**src/rtl/vsg_pkg.sv**
```systemverilog
// Shared definitions for the video source generator: FSM encoding, pattern codes, bar colours.
package vsg_pkg;

  localparam int CNT_W = 12;

  localparam logic [1:0] ST_IDLE  = 2'd0;
  localparam logic [1:0] ST_RUN   = 2'd1;
  localparam logic [1:0] ST_DRAIN = 2'd2;

  localparam logic [1:0] PAT_BARS  = 2'd0;
  localparam logic [1:0] PAT_GRID  = 2'd1;
  localparam logic [1:0] PAT_RAMP  = 2'd2;
  localparam logic [1:0] PAT_SOLID = 2'd3;

  localparam logic [23:0] BAR_WHITE   = 24'hFFFFFF;
  localparam logic [23:0] BAR_YELLOW  = 24'hFFFF00;
  localparam logic [23:0] BAR_CYAN    = 24'h00FFFF;
  localparam logic [23:0] BAR_GREEN   = 24'h00FF00;
  localparam logic [23:0] BAR_MAGENTA = 24'hFF00FF;
  localparam logic [23:0] BAR_RED     = 24'hFF0000;
  localparam logic [23:0] BAR_BLUE    = 24'h0000FF;
  localparam logic [23:0] BAR_BLACK   = 24'h000000;

  // Index 8 marks the remainder pixels right of the last full bar.
  function automatic logic [23:0] bar_colour(input logic [3:0] idx);
    case (idx)
      4'd0:    bar_colour = BAR_WHITE;
      4'd1:    bar_colour = BAR_YELLOW;
      4'd2:    bar_colour = BAR_CYAN;
      4'd3:    bar_colour = BAR_GREEN;
      4'd4:    bar_colour = BAR_MAGENTA;
      4'd5:    bar_colour = BAR_RED;
      4'd6:    bar_colour = BAR_BLUE;
      default: bar_colour = BAR_BLACK;
    endcase
  endfunction

endpackage

```
**src/rtl/vsg_timing.sv**
```systemverilog
// Horizontal/vertical raster counters with active-area and sync-window decode.
module vsg_timing
  import vsg_pkg::*;
#(
  parameter int H_ACTIVE = 640,
  parameter int H_FP     = 16,
  parameter int H_SYNC   = 96,
  parameter int H_BP     = 48,
  parameter int V_ACTIVE = 480,
  parameter int V_FP     = 10,
  parameter int V_SYNC   = 2,
  parameter int V_BP     = 33
) (
  input  logic             clk,
  input  logic             rst,
  input  logic             run,
  output logic [CNT_W-1:0] h_cnt,
  output logic [CNT_W-1:0] v_cnt,
  output logic             active,
  output logic             hsync_act,
  output logic             vsync_act,
  output logic             frame_end
);

  localparam int H_TOTAL = H_ACTIVE + H_FP + H_SYNC + H_BP;
  localparam int V_TOTAL = V_ACTIVE + V_FP + V_SYNC + V_BP;

  logic line_end;

  assign line_end  = (h_cnt == CNT_W'(H_TOTAL - 1));
  assign frame_end = line_end && (v_cnt == CNT_W'(V_TOTAL - 1));

  always_ff @(posedge clk or posedge rst) begin
    if (rst) begin
      h_cnt <= '0;
      v_cnt <= '0;
    end else if (run) begin
      if (line_end) begin
        h_cnt <= '0;
        v_cnt <= frame_end ? '0 : v_cnt + CNT_W'(1);
      end else begin
        h_cnt <= h_cnt + CNT_W'(1);
      end
    end
  end

  // Line layout: active, front porch, sync, back porch (same order vertically).
  assign active    = (h_cnt < CNT_W'(H_ACTIVE)) && (v_cnt < CNT_W'(V_ACTIVE));
  assign hsync_act = (h_cnt >= CNT_W'(H_ACTIVE + H_FP)) &&
                     (h_cnt <  CNT_W'(H_ACTIVE + H_FP + H_SYNC));
  assign vsync_act = (v_cnt >= CNT_W'(V_ACTIVE + V_FP)) &&
                     (v_cnt <  CNT_W'(V_ACTIVE + V_FP + V_SYNC));

endmodule

```
**src/rtl/video_src_gen.sv**
```systemverilog
// Test-pattern video source: IDLE/RUN/DRAIN control, pattern generation, registered outputs.
// Optional VSG_MOVING_PATTERN_EN adds a per-frame horizontal scroll to patterns 0-2.
module video_src_gen
  import vsg_pkg::*;
#(
  parameter int   H_ACTIVE = 640,
  parameter int   H_FP     = 16,
  parameter int   H_SYNC   = 96,
  parameter int   H_BP     = 48,
  parameter int   V_ACTIVE = 480,
  parameter int   V_FP     = 10,
  parameter int   V_SYNC   = 2,
  parameter int   V_BP     = 33,
  parameter logic SYNC_POL = 1'b1
) (
  input  logic        pix_clk_i,
  input  logic        sys_rst,
  input  logic        src_en_i,
  input  logic [1:0]  pattern_sel_i,
  input  logic [23:0] solid_rgb_i,
  output logic [23:0] RGB_data_o,
  output logic        pix_en_o,
  output logic        hsync_o,
  output logic        vsync_o,
  output logic        frame_start_o,
  output logic [1:0]  fsm_state
);

  localparam int BAR_W    = H_ACTIVE >> 3;
  localparam int MOD_ITER = 256 / H_ACTIVE + 1;

  logic [1:0]       state, state_nxt;
  logic             go, frame_first;
  logic [CNT_W-1:0] h_cnt, v_cnt, x_off, bar_x;
  logic             active, hsync_act, vsync_act, frame_end;
  logic [1:0]       pat_q, sel;
  logic [23:0]      solid_q, solid_sel, pixel;
  logic [3:0]       bar_idx;

  vsg_timing #(
    .H_ACTIVE(H_ACTIVE), .H_FP(H_FP), .H_SYNC(H_SYNC), .H_BP(H_BP),
    .V_ACTIVE(V_ACTIVE), .V_FP(V_FP), .V_SYNC(V_SYNC), .V_BP(V_BP)
  ) u_timing (
    .clk(pix_clk_i), .rst(sys_rst), .run(go),
    .h_cnt(h_cnt), .v_cnt(v_cnt), .active(active),
    .hsync_act(hsync_act), .vsync_act(vsync_act), .frame_end(frame_end)
  );

  // A run request in IDLE starts the raster in the same cycle, so the first pixel appears one clock later.
  assign go          = (state != ST_IDLE) || src_en_i;
  assign frame_first = go && (h_cnt == '0) && (v_cnt == '0);
  assign fsm_state   = state;

  always_comb begin
    state_nxt = state;
    case (state)
      ST_IDLE:  if (src_en_i) state_nxt = ST_RUN;
      ST_RUN:   if (!src_en_i) state_nxt = ST_DRAIN;
      ST_DRAIN: begin
        if (src_en_i)       state_nxt = ST_RUN;
        else if (frame_end) state_nxt = ST_IDLE;
      end
      default:  state_nxt = ST_IDLE;
    endcase
  end

  always_ff @(posedge pix_clk_i or posedge sys_rst) begin
    if (sys_rst) begin
      state   <= ST_IDLE;
      pat_q   <= PAT_BARS;
      solid_q <= '0;
    end else begin
      state <= state_nxt;
      if (frame_first) begin
        pat_q   <= pattern_sel_i;
        solid_q <= solid_rgb_i;
      end
    end
  end

  // Selections take effect on the first pixel of a frame and hold until the next one.
  assign sel       = frame_first ? pattern_sel_i : pat_q;
  assign solid_sel = frame_first ? solid_rgb_i : solid_q;

`ifdef VSG_MOVING_PATTERN_EN
  logic [7:0] offset;

  always_ff @(posedge pix_clk_i or posedge sys_rst) begin
    if (sys_rst)              offset <= '0;
    else if (go && frame_end) offset <= offset + 8'd1;
  end

  assign x_off = h_cnt + CNT_W'(offset);
`else
  assign x_off = h_cnt;
`endif

  always_comb begin
    bar_x = x_off;
    for (int i = 0; i < MOD_ITER; i++)
      if (bar_x >= CNT_W'(H_ACTIVE)) bar_x = bar_x - CNT_W'(H_ACTIVE);
    bar_idx = '0;
    for (int k = 1; k <= 8; k++)
      if (bar_x >= CNT_W'(k * BAR_W)) bar_idx = 4'(k);
    case (sel)
      PAT_BARS: pixel = bar_colour(bar_idx);
      PAT_GRID: pixel = ((x_off[4:0] == 5'd0) || (v_cnt[4:0] == 5'd0)) ? BAR_WHITE : BAR_BLACK;
      PAT_RAMP: pixel = {x_off[7:0], v_cnt[7:0], 8'(x_off[7:0] + v_cnt[7:0])};
      default:  pixel = solid_sel;
    endcase
  end

  always_ff @(posedge pix_clk_i or posedge sys_rst) begin
    if (sys_rst) begin
      RGB_data_o    <= '0;
      pix_en_o      <= 1'b0;
      hsync_o       <= ~SYNC_POL;
      vsync_o       <= ~SYNC_POL;
      frame_start_o <= 1'b0;
    end else begin
      RGB_data_o    <= (go && active) ? pixel : 24'h0;
      pix_en_o      <= go && active;
      hsync_o       <= (go && hsync_act) ? SYNC_POL : ~SYNC_POL;
      vsync_o       <= (go && vsync_act) ? SYNC_POL : ~SYNC_POL;
      frame_start_o <= frame_first;
    end
  end

endmodule

```
**config.mk**
```make
export PLATFORM = sky130hd
export DESIGN_NAME = video_src_gen
export DESIGN_NICKNAME = d
export VERILOG_FILES = /design/src/rtl/vsg_pkg.sv /design/src/rtl/vsg_timing.sv /design/src/rtl/video_src_gen.sv
export SDC_FILE = /design/constraint.sdc
export NUM_CORES = 1
export LEC_CHECK = 0
export CORE_AREA = 3 3 136 138
export DETAILED_ROUTE_END_ITERATION = 10
export DIE_AREA = 0 0 139 141
export GPL_ROUTABILITY_DRIVEN = 0
export PLACE_DENSITY = 0.52
export REMOVE_ABC_BUFFERS = 1
export SLEW_MARGIN = 20
export SYNTH_ARGS = -nofsm -noshare
export SYNTH_HDL_FRONTEND = slang
export SYNTH_SLANG_ARGS = --single-unit
```
**constraint.sdc**
```tcl
create_clock -name pix_clk_i -period 3.5 [get_ports pix_clk_i]
set_input_delay 0.7 -clock pix_clk_i [delete_from_list [all_inputs] [get_ports pix_clk_i]]
set_output_delay 0.7 -clock pix_clk_i [all_outputs]
set_load 0.02 [all_outputs]
```
# Word level (Yosys, flattened, before mapping)
# Index checks and enable logic that the tools add are counted.
word_totals:
  latch_bits: 0
  mem_bits_ro: 0
  ramBits: 0
  in_bits: 29
  output_inout_bits: 30
  regBits: 80
  mem_count: 0
classes:
  n_mux: 24
  reduce_logical: 21
  n_bitwise: 0
  eq_ne: 15
  shift: 0
  n_addsub: 4
  multipliers: 0
  magnitude_cmp: 15
  div_mod_pow: 0
op_table:
  columns: ["cell", "n"]
  rows:
  - ["$pmux 24 s7", 1]
  - ["$mux 24", 3]
  - ["$pmux 24 s3", 1]
  - ["$ge 12x10->1 const B", 4]
  - ["$ge 12x9->1 const B", 4]
  - ["$mux 12", 3]
  - ["$mux 4", 7]
  - ["$add 12x1->12 const B", 2]
  - ["$eq 12x10->1 const B", 2]
  - ["$ge 12x8->1 const B", 2]
  - ["$logic_not 12->1", 2]
  - ["$lt 12x10->1 const B", 2]
  - ["$lt 12x9->1 const B", 2]
  - ["$eq 4x3->1 const B", 3]
  - ["$ge 12x7->1 const B", 1]
  - ["$sub 12x10->12 const B", 1]
  - ["$logic_not 5->1", 2]
  - ["$mux 2", 5]
  - ["$logic_and 1x1->1", 9]
  - ["$add 8x8->8", 1]
  - ["$eq 4x2->1 const B", 2]
  - ["$pmux 2 s3", 1]
  - ["$eq 2x1->1 const B", 2]
  - ["$eq 2x2->1 const B", 2]
  - ["other kinds (10)", 15]

# Logic depth before layout (Yosys ltp)
logic_depth:
  ltp_word: 15
  depth_mapped: 11

# Modules after synthesis
# From an unflattened synthesis, not the netlist that was laid out.
hier_totals:
  hier_cells: 446
  area_unflattened_um2: 4504.3
modules_own_cells:
  columns: ["mod", "area_each_um2", "cells_each", "instances"]
  rows:
  - ["video_src_gen", 3115.5, 303, 1]
  - ["vsg_timing", 1388.8, 143, 1]

# Least setup slack after synthesis
# Ideal clock, no wire load.
synth_timing:
  path_kind: "reg2reg"
  from: "reg u_timing.h_cnt[1]"
  to: "reg RGB_data_o[4]"
  synth_period_minus_slack_ns: 2.391
  path_stages_with_launch: 10
  path_buffers: 0
  slack_ns: 1.109
  arrival_ns: 2.259
  cell_sequence: "dfrtp_1 -> inv_1 -> ha_1 -> nor4b_4 -> and4_1 -> or4_1 -> a41oi_2 -> o21ai_1 -> a31oi_4 -> o22ai_1"
synth_between:
  elab_chain_cells: 15
  word_cells_on_any_way: 44
synth_rtl:
  columns: ["item", "line", "source"]
  rows:
  - ["start, declared", "vsg_timing.sv:17", "output logic [CNT_W-1:0] h_cnt,"]
  - ["start signal, assigned", "vsg_timing.sv:42", "h_cnt <= h_cnt + CNT_W'(1);"]
  - ["$sub 12x10->12 / $ge 12x10->1 (equally long branches)", "video_src_gen.sv:101", "if (bar_x >= CNT_W'(H_ACTIVE)) bar_x = bar_x - CNT_W'(H_ACTIVE);"]
  - ["$mux 12", "video_src_gen.sv:101", null]
  - ["$ge 12x7->1", "video_src_gen.sv:104", "if (bar_x >= CNT_W'(k * BAR_W)) bar_idx = 4'(k);"]
  - ["$mux 1", "video_src_gen.sv:104", null]
  - ["$mux 4 (7 in a row)", "video_src_gen.sv:104", null]
  - ["$eq 4x3->1 (tied with other cells)", "vsg_pkg.sv:26", "case (idx)"]
  - ["$pmux 24 s7", "vsg_pkg.sv:26", null]
  - ["$pmux 24 s3", "video_src_gen.sv:105", "case (sel)"]
  - ["$mux 24 (*)", "video_src_gen.sv:121", "RGB_data_o <= (go && active) ? pixel : 24'h0;"]
  - ["end signal, assigned", "video_src_gen.sv:121", null]
  - ["end, declared", "video_src_gen.sv:21", "output logic [23:0] RGB_data_o,"]
# Every way passes the cells marked *; elsewhere a longest branch is shown, timed or not.
# A chain may end at the register's enable or synchronous reset.

# Worst setup path in the final report
# Ends and elaborated chain as after synthesis.

==> flow_summary_export.csv <==
group,metric,value,unit
outcome,outcome,"complete, no violations",
global_routing,antenna_found_initial,0,
clocking,cts_buffers,9,
floorplan,die_x,139,um
floorplan,core_area,17300,um2
synth,yosysSeqAreaShare,0.461,
sta,worst_slack,620,ps
synth,synthCells,434,
detailed_routing,drcViolationCount,0,
placement,dp_hpwl,8380,um
sta,hold_viol,0,
clocking,cts_sinks,80,
sta,tns,0,ps
sta,period_needed,2880,ps
clocking,path_clk_slew,60,ps
placement,post_dp_cell_area,5210,um2
worst_hold_path,holdCritPathClass,"flop to flop",
setup_path,crit_type,"flop to flop",
synth,synth_area,4340,um2
floorplan,start_util,0.251,
detailed_routing,ant_nets,0,
synth,synthArstFlopShare,1.00,
cells_and_area,n_antenna_cell,0,
setup_path,cp_num_buf_inv,1,
synth,syn_avg_cell_area,10.0,um2
global_routing,grt_pass1_vias,3677,
clocking,cts_tree,"built",
synth,ys_top_cells_by_area,"dfrtp_1, mux2_2, nand2_1, ha_1, o21ai_0",
detailed_routing,wl_per_cell,15.6,um
synth,yosys.area.top_type,"dfrtp_1",
setup_path,required,3700,ps
synth,synth.distinct_cells,63,
worst_hold_path,min-delay-start,"solid_q[1]$_DFF_PP0_",
sta,setup_viol,0,
sta,slew_headroom,0.565,
floorplan,pin_count,59,
power_and_ir_drop,p_leak,2.28,nW
global_routing,overflow,0,
setup_path,endpoint_kind,"flop",
setup_path,cp_max_fo,8,
global_routing,grt_max_degree,33,
cells_and_area,final_area,5510,um2
detailed_routing,drt_wl_total,11300,um
clocking,worstSkewPairLatency,330,ps
cells_and_area,nets,539,
global_routing,grt_pass1_wl,19100,um
sta,drv_slew,0,
placement,port_buffers,58,
synth,synthFlopType,"dfrtp_1",
cells_and_area,layout-drive-gt1-share,0.147,
setup_path,cp-start-kind,"flop",
setup_path,critPathMaxStageDelay,540,ps
detailed_routing,drt_iter0_markers,261,
clocking,post-cts-setup-buffers,0,
clocking,htreeDepth,3,
synth,synth_edf_count,0,
floorplan,die-area,19600,um2
clocking,ctsHoldBuffers,0,
setup_path,crit_arrival,3080,ps
sta,fin_skew,6.62,ps
power_and_ir_drop,ir_worst_vdd,0.209,mV
setup_path,startpoint,"u_timing.h_cnt[1]$_DFFE_PP0P_",
clocking,max-clock-path-buffers,2,
setup_path,crit_family,"compound AO/OA/AOI/OAI gates",
clocking,cts_resized,0,
setup_path,slowest_stage,"dfrtp_1",
synth,yosysWarnings,0,
cells_and_area,area_delta_synth_final,26.9,%
run,drv_cap,0,
synth,synth-seq-cells,80,
setup_path,cp_cell_sequence,"inv_1 > ha_1 > nor4b_4 > and4_1 > or4_1 > a41oi_2 > o21ai_1 > a31oi_4 > o22ai_1",
sta,period_share,0.823,
power_and_ir_drop,cellPowerDensity,491,nW/um2
synth,synth_top_area_share,0.461,
floorplan,die_h,141,um
sta,rsz0062_at_grt,"false",
detailed_routing,drt-vias-per-instance,4.88,
sta,tightest_slew,647,ps
setup_path,r2r-start,"u_timing.h_cnt[1]$_DFFE_PP0P_",
sta,fmax,347,MHz
detailed_routing,num_vias,3525,
placement,pre_cts_ws,440,ps
detailed_routing,first_pass_iters,4,
global_routing,grt_use_total,0.120,
clocking,cts_root_buffer,"clkbuf_16",
floorplan,row_count,48,
-- through the flow --
| step | instances | hold slack (ps) | power, mW | util |
|---|---|---|---|---|
| final | 723 | 493 | 2.71 | 0.319 |
| after global routing | 723 | 511 | 2.86 | 0.319 |
| after CTS | 723 | 497 | 2.74 | 0.319 |
| after detailed placement | 709 | 483 | 1.78 | 0.301 |
| after global placement | 709 | 476 | 1.77 | 0.301 |
| after floorplan | 411 | 468 | 1.54 | - |
-- cells in the mapped netlist, types with 2 or more instances --
cell      number
dfrtp_1       80
nand2_1       51
o21ai_0       33
a21oi_1       29
mux2_2        27
nor2_1        21
xnor2_1       16
ha_1          14
nand3_1       14
inv_1         13
clkbuf_1      12
nor3_1        10
nand4_1        7
buf_2          6
o21ai_1        6
xor2_1         6
nor4_1         5
and3_1         4
buf_4          4
nand3b_1       4
o22ai_1        4
o311ai_0       4
a21o_1         3
a21oi_2        3
a31oi_1        3
mux2i_1        3
o21a_1         3
or3_1          3
a211oi_1       2
a311oi_1       2
and2_1         2
nand4b_1       2
nor2b_1        2
nor4_4         2
o211ai_1       2
o21bai_1       2
o31ai_1        2
or2_2          2
or4_1          2
-- layout make-up --
cell class / count / area [um2]
clock buffer: 11 / 253
clock inverter: 3 / 42.5
fill: 1763 / 11800
inverter: 13 / 50.0
multi-input combinational: 318 / 2190
sequential: 80 / 2000
tap: 225 / 282
timing repair buffer: 73 / 693
-- state kept, by name, indices dropped and copies added (netlist names) --
name / count
pix_en_o: 1
RGB_data_o: 24
u_timing.v_cnt: 12
fsm_state: 2
pat_q: 2
frame_start_o: 1
vsync_o: 1
solid_q: 24
hsync_o: 1
u_timing.h_cnt: 12
-- per-layer routing --
layer,wire [um],global-route usage,vias up
met5,0,0,-
met2,5700,0.211,99
met3,544,0.0288,12
met4,153,0.0335,0
met1,4870,0.147,1728
li1,-,-,1686
-- final timing paths --
check / endpoint / slack [ps] / cells past startpoint
setup / recovery: RGB_data_o[4]$_DFF_PP0_ / 620 / 9
hold / removal: solid_q[1]$_DFF_PP0_ / 490 / 1
setup reg to reg: RGB_data_o[4]$_DFF_PP0_ / 620 / 9
hold reg to reg: solid_q[1]$_DFF_PP0_ / 490 / 1
max in group asynchronous: RGB_data_o[6]$_DFF_PP0_ / 2080 / 3
min in group asynchronous: pix_en_o$_DFF_PP0_ / 680 / 2
-- power breakdown --
part	switching [mW]	leakage, nW	total, mW	internal [mW]
Clock	0.357	0.143	0.939	0.582
Sequential	0.121	1.08	1.09	0.972
Combinational	0.390	1.06	0.675	0.285
Total	0.869	2.28	2.71	1.84
-- cells by family (layout without fill, tap and decap cells) --
family / Yosys count / after routing / synth area share
compound gates: 109 / 109 / 0.159
xor+xnor: 22 / 22 / 0.0444
fa+ha+maj: 15 / 15 / 0.0450
buf+inv: 36 / 100 / 0.0363
flops: 80 / 80 / 0.461
mux: 30 / 30 / 0.0770
simple gates: 142 / 142 / 0.177
-- cells in the final DEF (no fill, tap or decap), types with 5 or more instances in the layout --
cell             Yosys  final
dfrtp_1             80     80
nor3_1              10     10
mux2_2              27     27
ha_1                14     14
nand3_1             14     14
nand2_1             51     51
clkdlybuf4s50_1      0     58
clkbuf_16            0      9
a21oi_1             29     29
nor2_1              21     21
o21ai_0             33     33
xnor2_1             16     16
nand4_1              7      7
xor2_1               6      6
nor4_1               5      5
inv_1               13     12
buf_4                4     15
o21ai_1              6      6
(Power assumes the default switching activity.)
